[config.mk]
export PLATFORM = sky130hd
export DESIGN_NAME = sd_cmd_responder
export DESIGN_NICKNAME = d
export VERILOG_FILES = /design/src/rtl/sd_cmd_responder.sv
export SDC_FILE = /design/constraint.sdc
export NUM_CORES = 1
export LEC_CHECK = 0
export BUFFER_PORTS_ARGS = -buffer_cell sky130_fd_sc_hd__clkbuf_2
export CAP_MARGIN = 20
export CORE_MARGIN = 2
export CORE_UTILIZATION = 64
export DETAILED_ROUTE_END_ITERATION = 7
export MAX_ROUTING_LAYER = met4
export PLACE_DENSITY = 0.86
export SYNTH_ARGS = -nofsm -noshare
export SYNTH_HDL_FRONTEND = slang
export SYNTH_SLANG_ARGS = --single-unit
[constraint.sdc]
create_clock -name CLK_SD_card -period 9.3 [get_ports CLK_SD_card]
set_clock_uncertainty 0.05 [all_clocks]
set_input_delay 1.395 -clock CLK_SD_card [delete_from_list [all_inputs] [get_ports CLK_SD_card]]
set_output_delay 1.395 -clock CLK_SD_card [all_outputs]
set_load 0.02 [all_outputs]
[src/rtl/sd_cmd_responder.sv]
// Card-side SD CMD line endpoint: deserializes and validates 48-bit command
// frames, presents them in parallel, and serializes an R1-style response.
module sd_cmd_responder #(
   parameter int NCR = 2
) (
   input  logic        CLK_SD_card,
   input  logic        reset,
   input  logic        cmd_to_sd,
   input  logic [31:0] response_status,
   output logic        cmd_from_sd,
   output logic        cmd_from_sd_oe,
   output logic [5:0]  received_index,
   output logic [31:0] received_arg,
   output logic        cmd_valid,
   output logic        crc_error
);

   typedef enum logic [2:0] {S_IDLE, S_RECEIVE, S_CHECK, S_WAIT, S_SEND} state_t;

   localparam logic [5:0] NCR_LAST = 6'(NCR - 1);

   function automatic logic [6:0] crc7(input logic [39:0] d);
      logic [6:0] c;
      logic       fb;
      c = '0;
      for (int i = 39; i >= 0; i--) begin
         fb = c[6] ^ d[i];
         c  = {c[5:0], 1'b0} ^ (fb ? 7'h09 : 7'h00);
      end
      return c;
   endfunction

   state_t      state;
   logic [5:0]  cnt;
   logic [47:0] rx_sr;
   logic [47:0] tx_sr;

   logic [39:0] rsp_hdr;
   logic [47:0] rsp_word;
   logic        frame_ok;

   // Status is taken straight from the port so it is captured on the SEND entry edge.
   assign rsp_hdr  = {2'b00, received_index, response_status};
   assign rsp_word = {rsp_hdr, crc7(rsp_hdr), 1'b1};
   assign frame_ok = !rx_sr[47] && rx_sr[46] && rx_sr[0] &&
                     (crc7(rx_sr[47:8]) == rx_sr[7:1]);

   always_ff @(posedge CLK_SD_card) begin
      if (!reset) begin
         state          <= S_IDLE;
         cnt            <= '0;
         rx_sr          <= '0;
         tx_sr          <= '0;
         cmd_from_sd    <= 1'b1;
         cmd_from_sd_oe <= 1'b0;
         received_index <= '0;
         received_arg   <= '0;
         cmd_valid      <= 1'b0;
         crc_error      <= 1'b0;
      end else begin
         cmd_valid <= 1'b0;
         crc_error <= 1'b0;
         case (state)
            S_IDLE: begin
               if (!cmd_to_sd) begin
                  rx_sr <= '0;
                  cnt   <= 6'd1;
                  state <= S_RECEIVE;
               end
            end
            S_RECEIVE: begin
               rx_sr <= {rx_sr[46:0], cmd_to_sd};
               cnt   <= cnt + 6'd1;
               if (cnt == 6'd47) state <= S_CHECK;
            end
            S_CHECK: begin
               cnt <= '0;
               if (frame_ok) begin
                  cmd_valid      <= 1'b1;
                  received_index <= rx_sr[45:40];
                  received_arg   <= rx_sr[39:8];
                  // CMD0 is accepted silently
                  state          <= (rx_sr[45:40] != 6'd0) ? S_WAIT : S_IDLE;
               end else begin
                  crc_error <= 1'b1;
                  state     <= S_IDLE;
               end
            end
            S_WAIT: begin
               if (cnt == NCR_LAST) begin
                  cmd_from_sd_oe <= 1'b1;
                  cmd_from_sd    <= rsp_word[47];
                  tx_sr          <= {rsp_word[46:0], 1'b0};
                  cnt            <= 6'd1;
                  state          <= S_SEND;
               end else begin
                  cnt <= cnt + 6'd1;
               end
            end
            S_SEND: begin
               if (cnt == 6'd48) begin
                  cmd_from_sd_oe <= 1'b0;
                  cmd_from_sd    <= 1'b1;
                  cnt            <= '0;
                  state          <= S_IDLE;
               end else begin
                  cmd_from_sd <= tx_sr[47];
                  tx_sr       <= {tx_sr[46:0], 1'b0};
                  cnt         <= cnt + 6'd1;
               end
            end
            default: state <= S_IDLE;
         endcase
      end
   end

endmodule

Word level (Yosys, flattened, before mapping) --
Cells that the tools add are included.
Storage, ports and cells: bits of input ports 35, register bits 147, logic and storage cells 295, output and inout port bits 42
Cells by class: reductions and logical operators 17, multiplexer cells 102, add/subtract/negate cells 1, bitwise gates (word level) 152, equality and inequality tests 13
Operators with widths (count):
- 7-bit by 4-bit XOR with 7-bit output | 72
- 4-bit two-way mux | 78
- 48-bit one-hot mux with 2 select lines | 2
- 48-bit two-way mux | 3
- 1-bit XOR | 70
- 6-bit one-hot mux with 5 select lines | 1
- 6-bit two-way mux | 3
- 3-bit one-hot mux with 5 select lines | 1
- 6-bit == test, second input constant | 2
- 3-bit two-way mux | 4
- 6-bit by 4-bit XOR with 6-bit output | 2
- 2-bit != test, second input constant | 5
- 2-bit AND reduction | 5
- 5-bit by 4-bit XOR with 5-bit output | 2
- 7-bit == test | 1
- 6-bit by 1-bit adder with 6-bit output, second input constant | 1
- 3-bit by 2-bit == test with 1-bit output, second input constant | 2
- 6-bit by 1-bit == test with 1-bit output, second input constant | 1
- 1-bit two-way mux | 6
- 3-bit AND reduction | 2
- 6-bit nonzero test | 1
- 1-bit XOR, first input constant | 6
- 5-bit nonzero test | 1
- 2-bit two-way mux | 2
- other kinds (8) | 12

Depth between registers and ports, before layout --
Gate-level depths: netlist of run 1.
depth in word-level cells 117, mapped depth 12, mapped depth without buffers 9

Worst setup path after synthesis of run 1 --
OpenSTA, ideal clock, no wires.
path type input port to flip-flop, start point input port response_status[29], end point register tx_sr[7], buffers on the path 0, data required time 9.122 ns, setup slack 5.845 ns, stages 9, arrival time 3.277 ns, library setup time 0.128 ns, path through xnor2_1 -> xnor3_1 -> xor3_1 -> xnor2_1 -> xnor2_1 -> xnor2_1 -> a21oi_1 -> a21oi_1 -> nor2_1
On the way: longest elaborated chain between the ends 46, elaborated cells between the ends (all ways) 58, classes of those cells mux: 15; bitwise: 43
Ends and longest elaborated chain:
- start, declared | RTL line 9 | input logic [31:0] response_status,
- 1-bit XOR (*) | RTL line 27 | fb = c[6] ^ d[i];
- 4-bit two-way mux (*) | RTL line 28 | c = {c[5:0], 1'b0} ^ (fb ? 7'h09 : 7'h00);
- 7-bit by 4-bit XOR with 7-bit output (*) (4 in a row) | RTL line 28
- 1-bit XOR / 7-bit by 4-bit XOR with 7-bit output (equally long branches) | RTL line 27, 28
- 4-bit two-way mux / 7-bit by 4-bit XOR with 7-bit output (equally long branches) | RTL line 28
- 7-bit by 4-bit XOR with 7-bit output (*) (4 in a row) | RTL line 28
- 1-bit XOR / 7-bit by 4-bit XOR with 7-bit output (equally long branches) | RTL line 27, 28
- 4-bit two-way mux / 7-bit by 4-bit XOR with 7-bit output (equally long branches) | RTL line 28
- [... 16 more ...]
- 1-bit XOR / 7-bit by 4-bit XOR with 7-bit output (equally long branches) | RTL line 27, 28
- 4-bit two-way mux / 7-bit by 4-bit XOR with 7-bit output (equally long branches) | RTL line 28
- 7-bit by 4-bit XOR with 7-bit output (*) (4 in a row) | RTL line 28
- 1-bit XOR / 7-bit by 4-bit XOR with 7-bit output (equally long branches) | RTL line 27, 28
- 4-bit two-way mux / 7-bit by 4-bit XOR with 7-bit output (equally long branches) | RTL line 28
- 7-bit by 4-bit XOR with 7-bit output (*) (6 in a row) | RTL line 28
- 48-bit two-way mux (*) | RTL line 90 | if (cnt == NCR_LAST) begin
- 48-bit one-hot mux with 2 select lines (*) | RTL line 63 | case (state)
- end signal, assigned | RTL line 93 | tx_sr <= {rsp_word[46:0], 1'b0};
- end signal, assigned | RTL line 108 | tx_sr <= {tx_sr[46:0], 1'b0};
- end, declared | RTL line 36 | logic [47:0] tx_sr;
Mark *: on every way between the ends. The rest lies on a longest branch, timed or not. The select of a mux whose other input is x is not followed. A chain may end at the register's enable or synchronous reset.

Worst setup path in the final report of run 1 --
start point register rx_sr[42], end point register received_arg[17]
On the way: longest elaborated chain between the ends 56, elaborated cells between the ends (all ways) 90, classes of those cells eq/ne: 1; mux: 26; bitwise: 61; reduce/logical: 2
Ends and longest elaborated chain:
- start, declared | RTL line 35 | logic [47:0] rx_sr;
- start signal, assigned | RTL line 72 | rx_sr <= {rx_sr[46:0], cmd_to_sd};
- 1-bit XOR (*) | RTL line 27
- 4-bit two-way mux (*) | RTL line 28
- 7-bit by 4-bit XOR with 7-bit output (*) (4 in a row) | RTL line 28
- 1-bit XOR | RTL line 27
- 4-bit two-way mux | RTL line 28
- 7-bit by 4-bit XOR with 7-bit output (*) (4 in a row) | RTL line 28
- 1-bit XOR | RTL line 27
- 4-bit two-way mux | RTL line 28
- [... 29 more ...]
- 4-bit two-way mux | RTL line 28
- 7-bit by 4-bit XOR with 7-bit output (*) (4 in a row) | RTL line 28
- 1-bit XOR | RTL line 27
- 4-bit two-way mux | RTL line 28
- 7-bit by 4-bit XOR with 7-bit output (*) (3 in a row) | RTL line 28
- 7-bit == test (*) | RTL line 46 | (crc7(rx_sr[47:8]) == rx_sr[7:1]);
- 1-bit logical AND (*) | RTL line 45 | assign frame_ok = !rx_sr[47] && rx_sr[46] && rx_sr[0] &&
- 2-bit AND reduction (no source line) (*)
- end signal, assigned | RTL line 81 | received_arg <= rx_sr[39:8];
- end, declared | RTL line 13 | output logic [31:0] received_arg,
Mark *: on every way between the ends. The rest lies on a longest branch, timed or not.

==> metrics.md, run 1 <==
| Metric | Value |
|---|---|
| RSZ-0062 raised after global routing | `false` |
| Final min period | `3.77 ns` |
| Seq/Total Area, Yosys | `38.6%` |
| Critical Path RT | `9.59 ns` |
| Non-filler cells, final | `about 1,000` |
| CTS Hold Bufs | `0` |
| DRT Pass-1 Iters | `6` |
| Die Wd | `113 µm` |
| Placed cell count | `about 1,000` |
| Port-buffer cells | `76` |
| Wire length on met2 | `slightly above 9 mm` |
| P&R area growth vs syn | `12.2%` |
| Final Net Count | `between 900 and 1,000` |
| DR WL/cell | `17.7 µm` |
| Status | `finished, final reports clean` |
| Post-synthesis mux area share | `less than 1%` |
| Vias in the first global route | `about 6,100` |
| Sink Count | `146` |
| Share of post-route cells with drive strength above 1 | `15.0%` |
| Final HPWL DP | `between 10 and 15 mm` |
| Final Hold Viols | `0` |
| Synth Area in XOR/XNOR | `between 20% and 30%` |
| Synth Area in Compound Gates | `17.1%` |
| Initial antenna violation count | `0` |
| Critical path cell sequence | `xnor3_2 > xnor2_2 > xor3_2 > xnor3_2 > xnor2_2 > mux2i_1 > o2111a_4 > nand3_1 > a21oi_1` |
| Htree depth | `4` |
| Total global routing overflow | `0` |
| Filler cell count | `roughly 740` |
| Final Max Tran Viols | `0` |
| Die area | `between 10,000 and 15,000 µm²` |
| Routed length on met3 | `roughly 1.1 mm` |
| Syn Inst Count | `approximately 840` |
| Max Cap Viol | `0` |
| Clock transition at path regs | `~0.060 ns` |
| Setup WS post-layout | `between 5 and 6 ns` |
| Clock Latency Late Sink | `~0.43 ns` |
| #FFs+latches synth | `between 100 and 150` |
| Netlist cell types | `47` |
| Max Freq | `265 MHz` |
| Max VDD drop | `approximately 160 µV` |
| CTS Buf Count | `17` |
| Die Y-Extent | `around 110 µm` |
| Final setup fails | `0` |
| Rel. slew slack | `roughly 28%` |
| Total GRT Usage | `about 30%` |
| CP arrival | `4.07 ns` |
| Vias | `roughly 6,400` |
| CP Class | `reg -> reg` |
| CTS root buf | `clkbuf_16` |
| Highest metal used | `met4` |
| CTS tree | `built` |
| Static leakage | `roughly 3.3 nW` |
| Setup crit start kind | `flop` |
| Final TNS setup | `0 ns` |
| Effective utilization at floorplan | `about two thirds` |
| Top FF cell, synth | `dfxtp_1` |
| Deepest clock path buffer count | `2` |
| Gpl congestion | `around 0.96` |
| Via density | `around 6.2` |
| Number of post-CTS setup repair buffers | `0` |
| Global-route wire length before repair | `between 20 and 30 mm` |
| Antenna viol nets, final | `0` |
| Syn Nets | `879` |
| Largest net degree at the start of global routing | `110` |
| CP max FO | `between 40 and 50` |
| Worst-margin pin slew | `1.08 ns` |
| Cells resized by post-CTS repair | `0` |
| Syn_area_per_cell | `between 8 and 9 µm²` |
| Mapped Area | `between 7000 and 8000 µm²` |
| Fraction of registers with async set/reset | `0%` |
| Number of synthesized flops with an enable pin | `0` |
| Crit. End Element | `flop` |
| PD cells | `about 190 nW/µm²` |
| Synth Area in Adders | `0.496%` |
| Place WS | `approximately 5.4 ns` |
| Diode count | `0` |
| Worst hold path type | `reg -> reg` |
| DRT iter0 DRCs | `838` |
| Core area | `11,500 µm²` |
| DRC Markers | `0` |
| Io pins | `77` |
| Slowest-stage cell, CP | `o2111a_4` |
| Main combinational cell family by area after synthesis | `XOR/XNOR gates` |
| DRT met1 WL | `between 7 and 8 mm` |
| Row Count | `39` |
| Final wirelength | `18.2 mm` |
| Slowest stage delay, CP | `approximately 0.57 ns` |
| Fin crit share | `between 40% and 50%` |
| Synth warn | `0` |
| Synth Area in Simple Gates | `15.3%` |
==> path summary, 6_finish.rpt <==
| kind | end | depth (start not counted) | slack (ns) | from |
|---|---|---|---|---|
| worst max-delay path | received_arg[17] | 9 | 5.53 | rx_sr[42] |
| worst min-delay path | tx_sr[1] | 2 | 0.42 | tx_sr[1] |
| worst max register to register | received_arg[17] | 9 | 5.53 | rx_sr[42] |
| worst min register to register | tx_sr[1] | 2 | 0.42 | tx_sr[1] |
==> per-layer routing <==
| metal | up-vias | track usage [%] |
|---|---|---|
| li1 | 3001 | - |
| met1 | 3056 | 36.0 |
| met2 | 250 | 48.9 |
| met3 | 57 | 6.43 |
| met4 | 0 | 13.3 |
| met5 | - | - |
==> kinds of logic after synthesis <==
kind of cell | after synthesis
flip-flops | 146
adder cells (fa/ha/maj) | 3
XOR/XNOR | 140
multiplexers | 5
AO/OA/AOI/OAI | 198
AND/OR/NAND/NOR | 274
buffers and inverters | 75
==> registers in the layout (all words and copies together), names as in the netlist <==
name,flops
cmd_from_sd,1
received_index,6
crc_error,1
tx_sr,47
cmd_valid,1
received_arg,32
cnt,6
cmd_from_sd_oe,1
rx_sr,48
state,3
==> placed cells by master, fill, tap and decap left out, types with 3 or more instances in the layout <==
| cell type | instances |
|---|---|
| xor2_1 | 27 |
| and3_1 | 3 |
| nand4_1 | 3 |
| nand2_1 | 94 |
| o21ai_0 | 31 |
| clkbuf_8 | 4 |
| clkbuf_16 | 17 |
| clkinvlp_4 | 5 |
| dfxtp_1 | 146 |
| nor2_1 | 108 |
| clkbuf_2 | 76 |
| mux2i_1 | 4 |
| buf_4 | 8 |
| o21ai_1 | 20 |
| a22oi_1 | 48 |
| xnor3_2 | 4 |
| xnor2_1 | 74 |
| a21oi_1 | 50 |
| xor3_1 | 6 |
| nor3_1 | 6 |
| a311oi_1 | 39 |
| nand3_1 | 43 |
| xnor2_2 | 5 |
| clkinv_2 | 3 |
| ha_1 | 3 |
| xnor3_1 | 23 |
| and2_1 | 3 |
==> through the flow <==
step	util, %	hold slack, ns	total power, mW	cell area [µm²]
after floorplan	-	0.382	0.859	7560
after global placement	68.5	0.389	0.894	7850
after detailed placement	68.5	0.411	0.907	7850
after CTS	73.8	0.425	1.60	8460
after global routing	74.0	0.441	1.65	8490
final	74.0	0.422	1.60	8490
==> where the power goes <==
group	total [mW]	internal, mW	switching, mW
clock	0.695	0.424	0.271
sequential	0.641	0.632	0.00848
combinational	0.264	0.116	0.148
total	1.60	1.17	0.428
==> layout make-up <==
cell class | count | area (µm²) | share of cell area, %
sequential | 146 | 2920 | 34.4
clock buffer | 21 | 480 | 5.66
clock inverter | 11 | 125 | 1.47
timing repair buffer | 85 | 468 | 5.51
tap | 143 | 179 | 2.11
multi-input combinational | 620 | 4300 | 50.6
inverter | 3 | 12.5 | 0.147
==> cell usage after synthesis, drive strengths merged (2+ instances only) <==
cell / instances / area (µm²)
and2: 3 / 18.8
clkbuf: 52 / 196
xor2: 27 / 236
nand2b: 2 / 12.5
nor2b: 3 / 18.8
nand4: 3 / 18.8
nand2: 95 / 357
xor3: 7 / 168
xnor3: 27 / 613
o211ai: 2 / 15.0
xnor2: 79 / 729
nor3: 6 / 30.0
and4b: 2 / 20.0
nor2: 108 / 405
a21oi: 50 / 250
buf: 20 / 148
nand3: 43 / 215
or2: 2 / 12.5
inv: 3 / 11.3
a22oi: 48 / 360
a31oi: 2 / 12.5
a311oi: 39 / 342
mux2i: 4 / 40.0
ha: 3 / 37.5
and3: 3 / 18.8
dfxtp: 146 / 2920
o21ai: 51 / 255
==> critical path: cells and delay by family (launching register included) <==
family          cells  cell delay, ns
compound gates      2            0.75
xor+xnor            5            1.82
flops               1            0.53
mux                 1            0.36
simple gates        1            0.17
No activity file was read; power rests on OpenSTA's default activity.
==> run 2, diff against run 1 <==
- CORE_UTILIZATION: 64 -> 59
- PLACE_DENSITY: 0.86 -> 0.8
- clock period: 9.3 -> 3.8 ns (I/O delays scaled with it)
==> run 2 against run 1 <==
Worst setup slack lost 5.3 ns. Die area is 8.2% higher. Register-to-register slack worse by 5.3 ns. Wire length down 4.6%. Critical path depth up 1. Non-clock buffer count up 6. Maximum frequency rose by 5.7%. Core utilization decreased by 5.4 points. Highest routed layer unchanged. Critical endpoint is now received_index[3]. Hold slack worse by 0.050 ns. Final area rose by 1.5%. Cell count increased by 3.4%. Sequential share of layout area decreased by 0.52 points.
==> metrics.md, run 2 (synthesis gave the netlist of run 1 again) <==
| Metric | Value |
|---|---|
| Status | `finished, final reports clean` |
| Diode count | `0 (unchanged)` |
| Io pins | `77 (unchanged)` |
| Die Wd | `117 µm (+4.0%)` |
| Deepest clock path buffer count | `2 (unchanged)` |
| Final setup fails | `0 (unchanged)` |
| Placed cell count | `1,032 (+3.6%)` |
| Final Hold Viols | `0 (unchanged)` |
| Initial antenna violation count | `0 (unchanged)` |
| Largest Register | `rx_sr` |
| P&R area growth vs syn | `13.9%` |
| DRT Pass-1 Iters | `7 (+1)` |
| Vias | `6,119 (-3.8%)` |
| Crit path launch | `rx_sr[42]` |
| CTS tree | `built` |
| Max VDD drop | `414 µV (+160%)` |
| Vias in the first global route | `5,746 (-5.6%)` |
| Final Max Tran Viols | `0 (unchanged)` |
| Min Hold Slack | `0.373 ns (-0.0498 ns)` |
| Gpl congestion | `0.870 (-9.2%)` |
| Max Cap Viol | `0 (unchanged)` |
| Final min period | `3.57 ns (-0.203 ns)` |
| Worst hold path startpoint | `response_status[24]` |
| Port-buffer cells | `76 (unchanged)` |
| Clock Latency Late Sink | `0.43 ns (about the same)` |
| Final wirelength | `17.4 mm (-4.6%)` |
| Util after Layout | `68.6% (-5.4 points)` |
| Worst hold path type | `in -> reg` |
| Critical Path RT | `4.00 ns (-5.59 ns)` |
| Clock transition at path regs | `0.06 ns (about the same)` |
| Final Net Count | `917 (+0.66%)` |
| Row Count | `41 (+5.1%)` |
| Antenna viol nets, final | `0 (unchanged)` |
| Crit. End Element | `flop` |
| Number of post-CTS setup repair buffers | `0 (unchanged)` |
| CP Class | `reg -> reg` |
| Rel. slew slack | `28.8% (+0.87 points)` |
| Largest registers | `rx_sr x48, tx_sr x47, received_arg x32` |
| Core area | `12,600 µm² (+9.6%)` |
| Share of post-route cells with drive strength above 1 | `15.6% (+0.57 points)` |
| CP max FO | `23 (-44%)` |
| CP arrival | `3.78 ns (-0.29 ns)` |
| CTS Hold Bufs | `0 (unchanged)` |
| Worst-margin pin slew | `1.07 ns (-0.0131 ns)` |
| Htree depth | `4 (unchanged)` |
| Worst r2r src | `rx_sr[42]` |
| Fin crit share | `94.0% (+53 points)` |
| Sink Count | `146 (unchanged)` |
| DRT iter0 DRCs | `673 (-20%)` |
| Total global routing overflow | `0 (unchanged)` |
| Largest register FFs | `48 (unchanged)` |
| Die area | `13,700 µm² (+8.2%)` |
| Final TNS setup | `0 ns (unchanged)` |
| PD cells | `459 nW/µm² (+140%)` |
| Max Freq | `280 MHz (+5.7%)` |
| CTS root buf | `clkbuf_16` |
| Global-route wire length before repair | `28.0 mm (-6.0%)` |
| DRC Markers | `0 (unchanged)` |
| CTS Buf Count | `17 (unchanged)` |
| Most common cell after layout, fill and taps aside | `dfxtp_1` |
| Effective utilization at floorplan | `60.2% (-5.8 points)` |
| Via density | `5.75 (-7.0%)` |
| Most frequent cells in the layout | `dfxtp_1 (146), nor2_1 (108), nand2_1 (94), clkbuf_2 (76), xnor2_1 (74)` |
| RSZ-0062 raised after global routing | `false` |
| Static leakage | `3.33 nW (+1.1%)` |
| Total GRT Usage | `26.7% (-3.3 points)` |
| Final HPWL DP | `11.3 mm (-1.1%)` |
| Non-filler cells, final | `1,064 (+3.4%)` |
| DR WL/cell | `16.3 µm (-7.7%)` |
| Cells resized by post-CTS repair | `0 (unchanged)` |
| Setup crit start kind | `flop` |
| Die Y-Extent | `117 µm (+4.0%)` |
| Largest net degree at the start of global routing | `109 (-0.91%)` |
run 2: changes by cell type in the layout (fill, tap and decap cells not counted), moves of 2 or more:
cell / before / now
clkinvlp_4: 5 / 3
buf_12: 0 / 3
clkbuf_1: 0 / 2
clkinv_4: 0 / 2
clkinv_2: 3 / 0
buf_4: 8 / 12
run 2: where the power goes:
group | internal (mW) | leakage, nW | switching [mW]
combinational | 0.283 | 1.86 | 0.349
sequential | 1.55 | 1.18 | 0.0197
clock | 1.09 | 0.294 | 0.663
run 2: final cells by class:
class / count / area, µm²
inverters: 3 / 13.8
fillers: 989 / 3950
clock inverters: 10 / 148
multi-input cells: 620 / 4310
repair buffers: 91 / 531
flip-flops and latches: 146 / 2920
well taps: 172 / 215
clock buffers: 22 / 474
run 2: worst paths after layout:
kind | endpoint | slack (ns) | cells past startpoint
worst min register to register | tx_sr[2] | 0.40 | 2
worst max-delay path | received_index[3] | 0.23 | 10
worst min-delay path | tx_sr[33] | 0.37 | 3
worst max register to register | received_index[3] | 0.23 | 10
run 2: stage by stage:
| stage | setup slack, ns | instance area, µm² | total power [mW] |
|---|---|---|---|
| global placement | 0.392 | 7990 | 2.22 |
| CTS | 0.196 | 8610 | 3.97 |
| floorplan | 0.628 | 7560 | 2.10 |
| finish | 0.229 | 8620 | 3.95 |
| detailed placement | 0.240 | 7990 | 2.22 |
| global route | 0.0139 | 8620 | 4.09 |
run 2: routing by layer:
layer | part of all wire, % | vias to the layer above | track usage [%]
met1 | 43 | 2918 | 31.7
met5 | 0 | - | -
met3 | 4.2 | 27 | 6.18
met4 | 1.6 | 0 | 8.55
li1 | - | 3011 | -
met2 | 51 | 163 | 44.9
run 2: worst max-delay path: stages (launching register included):
cell and delay, ns:
dfxtp_1 0.49, xnor3_2 0.44, xnor2_2 0.28, xor3_2 0.41, xnor3_2 0.45, xnor2_2 0.21
mux2i_2 0.32, o2111ai_2 0.20, buf_4 0.27, o21ai_0 0.18, a21oi_1 0.09
